<file path="config.mk">
export PLATFORM = sky130hd
export DESIGN_NAME = disp_bcd_scan
export DESIGN_NICKNAME = d
export VERILOG_FILES = /design/src/rtl/disp_bcd_scan.sv
export SDC_FILE = /design/constraint.sdc
export NUM_CORES = 1
export LEC_CHECK = 0
export ABC_AREA = 0
export CORE_ASPECT_RATIO = 2
export CORE_MARGIN = 2
export CORE_UTILIZATION = 49
export CTS_CLUSTER_SIZE = 14
export DETAILED_ROUTE_END_ITERATION = 10
export GPL_ROUTABILITY_DRIVEN = 0
export GPL_TIMING_DRIVEN = 1
export MAX_ROUTING_LAYER = met4
export PLACE_DENSITY = 0.83
export SYNTH_ARGS = -nofsm -noshare
export SYNTH_HDL_FRONTEND = slang
export SYNTH_SLANG_ARGS = --single-unit
</file>
<file path="constraint.sdc">
create_clock -name clock -period 2 [get_ports clock]
set_input_delay 0.2 -clock clock [delete_from_list [all_inputs] [get_ports clock]]
set_output_delay 0.2 -clock clock [all_outputs]
set_load 0.01 [all_outputs]
</file>
<file path="src/rtl/disp_bcd_scan.sv">
// -----------------------------------------------------------------------------
// disp_bcd_scan
//   Captures a binary result on a load strobe. A sequential shift-add-3
//   (double-dabble) engine converts it to NDIG BCD digits. The stage then
//   drives NDIG active-low 7-segment patterns. Results that do not fit in
//   NDIG digits set ovf and show a dash on every digit.
//
// Parameters
//   WIDTH  width of the binary input value (>= 4)
//   NDIG   number of decimal digits / 7-segment outputs (1..8)
//
// Ports
//   clock  in   system clock, all logic on posedge
//   reset  in   synchronous, active-high reset
//   load   in   start strobe, sampled only while idle
//   value  in   [WIDTH-1:0] unsigned binary, captured on an accepted load
//   busy   out  conversion in progress (load ignored while high)
//   done   out  one-cycle pulse: bcd/seg/ovf were just updated
//   ovf    out  last conversion exceeded 10^NDIG-1
//   bcd    out  [4*NDIG-1:0] BCD digits, units in [3:0]
//   seg    out  [7*NDIG-1:0] digit i in [7i+6:7i], order {a..g}, active-low
//
// Optional feature
//   DISP_LZB_EN : leading-zero blanking on seg (digit 0 never blanked,
//                 the overflow dash overrides blanking, bcd unaffected).
//
// Handshake: load is accepted on a rising edge only when the FSM is IDLE.
//   busy rises on that same edge and stays high until the edge that writes
//   the results. On that edge done pulses high for one cycle. A load seen
//   while busy is dropped; it is never queued. A load held high in the
//   done cycle starts the next conversion immediately.
// -----------------------------------------------------------------------------
module disp_bcd_scan #(
   parameter int WIDTH = 20,
   parameter int NDIG  = 7
) (
   input  logic                  clock,
   input  logic                  reset,
   input  logic                  load,
   input  logic [WIDTH-1:0]      value,
   output logic                  busy,
   output logic                  done,
   output logic                  ovf,
   output logic [4*NDIG-1:0]     bcd,
   output logic [7*NDIG-1:0]     seg
);

   localparam int CW = $clog2(WIDTH + 1);

   typedef enum logic [1:0] {
      IDLE   = 2'd0,
      CONV   = 2'd1,
      UPDATE = 2'd2
   } state_t;

   state_t              state;
   state_t              state_next;

   logic [WIDTH-1:0]    shift;
   logic [4*NDIG-1:0]   shadow;
   logic [4*NDIG-1:0]   shadow_adj;
   logic                ovf_acc;
   logic [CW-1:0]       count;
   logic [NDIG-1:0]     blank;
   logic [7*NDIG-1:0]   seg_next;

   function automatic logic [6:0] decode(input logic [3:0] d);
      case (d)
         4'd0:    decode = 7'b0000001;
         4'd1:    decode = 7'b1001111;
         4'd2:    decode = 7'b0010010;
         4'd3:    decode = 7'b0000110;
         4'd4:    decode = 7'b1001100;
         4'd5:    decode = 7'b0100100;
         4'd6:    decode = 7'b0100000;
         4'd7:    decode = 7'b0001111;
         4'd8:    decode = 7'b0000000;
         4'd9:    decode = 7'b0000100;
         default: decode = 7'b1111111;
      endcase
   endfunction

   // State register
   always_ff @(posedge clock) begin
      if (reset) state <= IDLE;
      else       state <= state_next;
   end

   // Next-state logic
   always_comb begin
      state_next = state;
      case (state)
         IDLE:    if (load) state_next = CONV;
         // count still holds the cycles remaining, including this one
         CONV:    if (count == CW'(1)) state_next = UPDATE;
         UPDATE:  state_next = IDLE;
         default: state_next = IDLE;
      endcase
   end

   // Add-3 step: each digit is corrected on its own in 4 bits.
   // No carry crosses a digit boundary.
   always_comb begin
      shadow_adj = '0;
      for (int i = 0; i < NDIG; i++) begin
         shadow_adj[4*i +: 4] = (shadow[4*i +: 4] >= 4'd5) ?
                                (shadow[4*i +: 4] + 4'd3) : shadow[4*i +: 4];
      end
   end

   // Blank mask: a digit is blanked when it and every digit above it are
   // zero. Digit 0 always shows.
`ifdef DISP_LZB_EN
   always_comb begin
      logic zero_above;
      blank      = '0;
      zero_above = 1'b1;
      for (int i = NDIG - 1; i >= 0; i--) begin
         if (shadow[4*i +: 4] != 4'd0) zero_above = 1'b0;
         blank[i] = (i != 0) && zero_above;
      end
   end
`else
   assign blank = '0;
`endif

   // Segment image for the result about to be published
   always_comb begin
      seg_next = '1;
      for (int i = 0; i < NDIG; i++) begin
         if (ovf_acc)       seg_next[7*i +: 7] = 7'b1111110;
         else if (blank[i]) seg_next[7*i +: 7] = 7'b1111111;
         else               seg_next[7*i +: 7] = decode(shadow[4*i +: 4]);
      end
   end

   // Datapath and outputs
   always_ff @(posedge clock) begin
      if (reset) begin
         shift   <= '0;
         shadow  <= '0;
         ovf_acc <= 1'b0;
         count   <= '0;
         busy    <= 1'b0;
         done    <= 1'b0;
         ovf     <= 1'b0;
         bcd     <= '0;
         seg     <= '1;
      end else begin
         done <= 1'b0;
         case (state)
            IDLE: begin
               if (load) begin
                  shift   <= value;
                  shadow  <= '0;
                  ovf_acc <= 1'b0;
                  count   <= CW'(WIDTH);
                  busy    <= 1'b1;
               end
            end
            CONV: begin
               // The bit pushed out of the top digit means the value needs
               // more than NDIG digits.
               shadow  <= {shadow_adj[4*NDIG-2:0], shift[WIDTH-1]};
               shift   <= {shift[WIDTH-2:0], 1'b0};
               ovf_acc <= ovf_acc | shadow_adj[4*NDIG-1];
               count   <= count - CW'(1);
            end
            UPDATE: begin
               bcd  <= shadow;
               ovf  <= ovf_acc;
               seg  <= seg_next;
               done <= 1'b1;
               busy <= 1'b0;
            end
            default: ;
         endcase
      end
   end

endmodule

</file>
==> flow_summary.toml <==
[drt]
postRouteAntennaNets = 0
wl_per_cell_um = 22.4
drtIter0Drc = 861
wl_um = 32200
drc = 0
vias_per_cell = 6.18
num_vias = 8861
drtPass1Iterations = 8

[synth]
synthesis.nets = 1059
synth_edf_count = 0
netlist_area_mm2 = 0.00849
ys.flop_type = "dfxtp_1"
async_flop_share = 0
ys_ff_latch = 185
ys_top_cells_by_area = "dfxtp_1 44%, ha_1 8.4%, nand2_1 7.7%, a21oi_1 4.1%, nor2_1 3.4%"
netlist_instances = 979
yosysTopAreaCellShare = 0.436
yosys.area.top_type = "dfxtp_1"
ys_warn_count = 0
avgSynthCellArea_um2 = 8.68
ys_types = 67
yosysSeqAreaShare = 0.436

[floorplan]
initial_core_util = 0.497
die_w_um = 97.1
io_pins = 103
fp-row-count = 68
die_area_mm2 = 0.0185
die_h_um = 190
core_area_mm2 = 0.0171

[sta]
postLayoutSetupSlackWorst_ns = -0.213
max_freq_ghz = 0.452
period_minus_slack_ns = 2.21
skew_ns = 0.0101
hold_viol_final = 0
drv_slew = 0
maxSlewHeadroom = 0.503
rsz0062_at_grt = "true"
finalSetupViolCount = 47
period_share = 1.11
tightestPinTransition_ns = 0.744

[place]
port_buffers = 102
placed_cell_area_mm2 = 0.0106
pre_cts_ws_ns = -0.238
post-dp-hpwl_um = 15300

[critical_path]
cp-end-kind = "flip-flop"
slowest_stage = "dfxtp_2"
critical_path_arrival_ns = 2.60
critPathMaxFanout = 4
crit_required_ns = 2.38
path_common_cell = "ha_4"
path_cells = "inv_4, ha_4, nand2b_4, a21o_4, xnor2_2, a22oi_2, inv_2, ha_4, mux2_2, a21oi_2"
crit_type = "flip-flop to flip-flop"
r2r_setup_slack_ns = -0.21
max_stage_delay_ns = 0.37
crit_buf_inv = 2
cp-start-kind = "flip-flop"
critPathTopFamily = "compound AO/OA/AOI/OAI gates"

[cells_and_area]
fin_area_mm2 = 0.0128
antenna_cells = 0
drive_gt1_frac = 0.347
layout.nets = 1291
area_delta_synth_final_pct = 50.5

[power]
ir_drop_v = 0.000642
power_density_mw_per_mm2 = 615
p_leak_nw = 5.43

[clock_tree]
insertion_delay_ns = 0.45
cts.reportedPaths.clkPinSlew_ns = 0.08
cts_tree = "done"
cts_buffer_depth = 2
ctsHtreeMaxLevel = 4
ctsHoldBuffers = 0
clock_tree.root_cell = "clkbuf_16"
clock-sinks = 185
numCtsBuffers = 17

[global_routing]
grt_pass1_vias = 8127
gr-total-overflow = 0
grt_max_degree = 46
track_usage = 0.271
grt_first_pass_wirelength_um = 40200
antenna_found_initial = 0

[status]
violations = "negative setup slack"
status = "finished, violations left"

[job]
maxCapViolations = 0

[worst_hold_path]
hp-class = "input port to flip-flop"
cells in the final DEF (no fill, tap or decap), types with 5 or more instances in the layout:
master,instances
nor3_1,23
nor3_4,11
inv_4,11
nand2_1,170
dfxtp_1,168
clkbuf_16,17
a21oi_2,13
dfxtp_4,6
nor2_1,74
a32oi_4,5
inv_2,17
a22oi_1,7
nand3_1,44
nor3_2,10
o21ai_0,10
buf_4,140
mux2i_1,11
o21ai_2,5
dfxtp_2,11
a311oi_1,6
nand2b_4,11
buf_12,7
a22oi_2,6
nand2_2,5
inv_6,7
a211o_1,8
ha_1,15
clkdlybuf4s50_1,101
a311oi_2,8
nor3b_1,8
ha_4,35
inv_1,27
buf_6,24
a21oi_1,58
a2bb2oi_1,20
a22o_1,6
ha_2,7
final timing paths:
kind                                  end  depth (start not counted)       from
worst min register to register    seg[26]                          2  flip-flop
worst min-delay path            flip-flop                          3      reset
worst max-delay path            flip-flop                         10  shadow[1]
worst max register to register  flip-flop                         10  shadow[1]
per-stage QoR:
stage	power [mW]	hold WS [ns]	cells	util	TNS (ns)
3_5_place_dp	4.40	0.423	1349	0.618	-6.61
4_1_cts	7.69	0.159	1401	0.677	-0.0299
6_report	7.86	0.162	1434	0.747	-5.48
2_1_floorplan	4.19	0.416	979	-	0
5_1_grt	8.05	0.173	1434	0.747	-8.00
3_3_place_gp	4.38	0.421	1349	0.618	-4.09
logic make-up (layout without fill, tap and decap cells):
logic type / after synthesis / count (layout) / synth area share
and+or+nand+nor: 379 / 379 / 0.204
buffers and inverters: 121 / 366 / 0.0591
muxes: 17 / 17 / 0.0203
adders and majority gates: 57 / 57 / 0.0840
xor gates and xnor gates: 9 / 9 / 0.00928
AOI/OAI and AO/OA: 211 / 211 / 0.187
DFF: 185 / 185 / 0.436
final cells by class:
type / instances / area [um2]
fill: 965 / 4320
inverter: 60 / 269
tap: 210 / 263
sequential: 185 / 3740
timing repair buffer: 274 / 2490
multi-input combinational: 673 / 5430
clock inverter: 12 / 130
clock buffer: 20 / 457
tightest hold or removal path, cell delays in order:
cell and delay [ns]:
buf_2 0.12, buf_4 0.20, a21oi_2 0.05
layer usage:
metal,up-vias,global-route usage,routed length (um)
li1,3807,-,-
met1,4199,0.298,10800
met2,626,0.483,16600
met3,229,0.0382,2350
met4,0,0.122,2480
met5,-,-,0
power by group:
group | internal (mW) | leakage, nW | switching (mW)
registers | 3.74 | 1.51 | 0.0518
clock network | 1.83 | 0.286 | 1.63
logic | 0.264 | 3.64 | 0.343
total | 5.84 | 5.43 | 2.02
repair_timing:
action | CTS | global route
pin swaps | 27 | 71
resized for setup | 62 | 198
setup buffers | 20 | 33
endpoints found under the setup margin | 42 | 49
Yosys cell counts (3+ instances only):
cell       number
mux2i_1        15
nor2b_1         3
o2bb2ai_1       4
a211o_1         8
o211ai_1        4
nor3_4          4
a21oi_2         4
a21oi_1        70
nor2_1         76
xnor2_1         8
nor3b_1        11
a2bb2oi_1      20
inv_2          10
dfxtp_1       185
a32oi_1         5
buf_2          16
nand2b_2        3
a211oi_2        4
nand3_1        44
inv_1          48
o21ai_0        15
a22oi_2         5
clkbuf_1       29
o21a_1          5
o31a_1          4
nand2b_1       12
a22oi_1         8
nand2_1       175
ha_1           57
o21ai_1         3
a22o_1          7
a311oi_1       14
buf_1          10
a211oi_1        8
a21o_1          8
nor3_1         38
No activity file was read; power rests on OpenSTA's default activity.
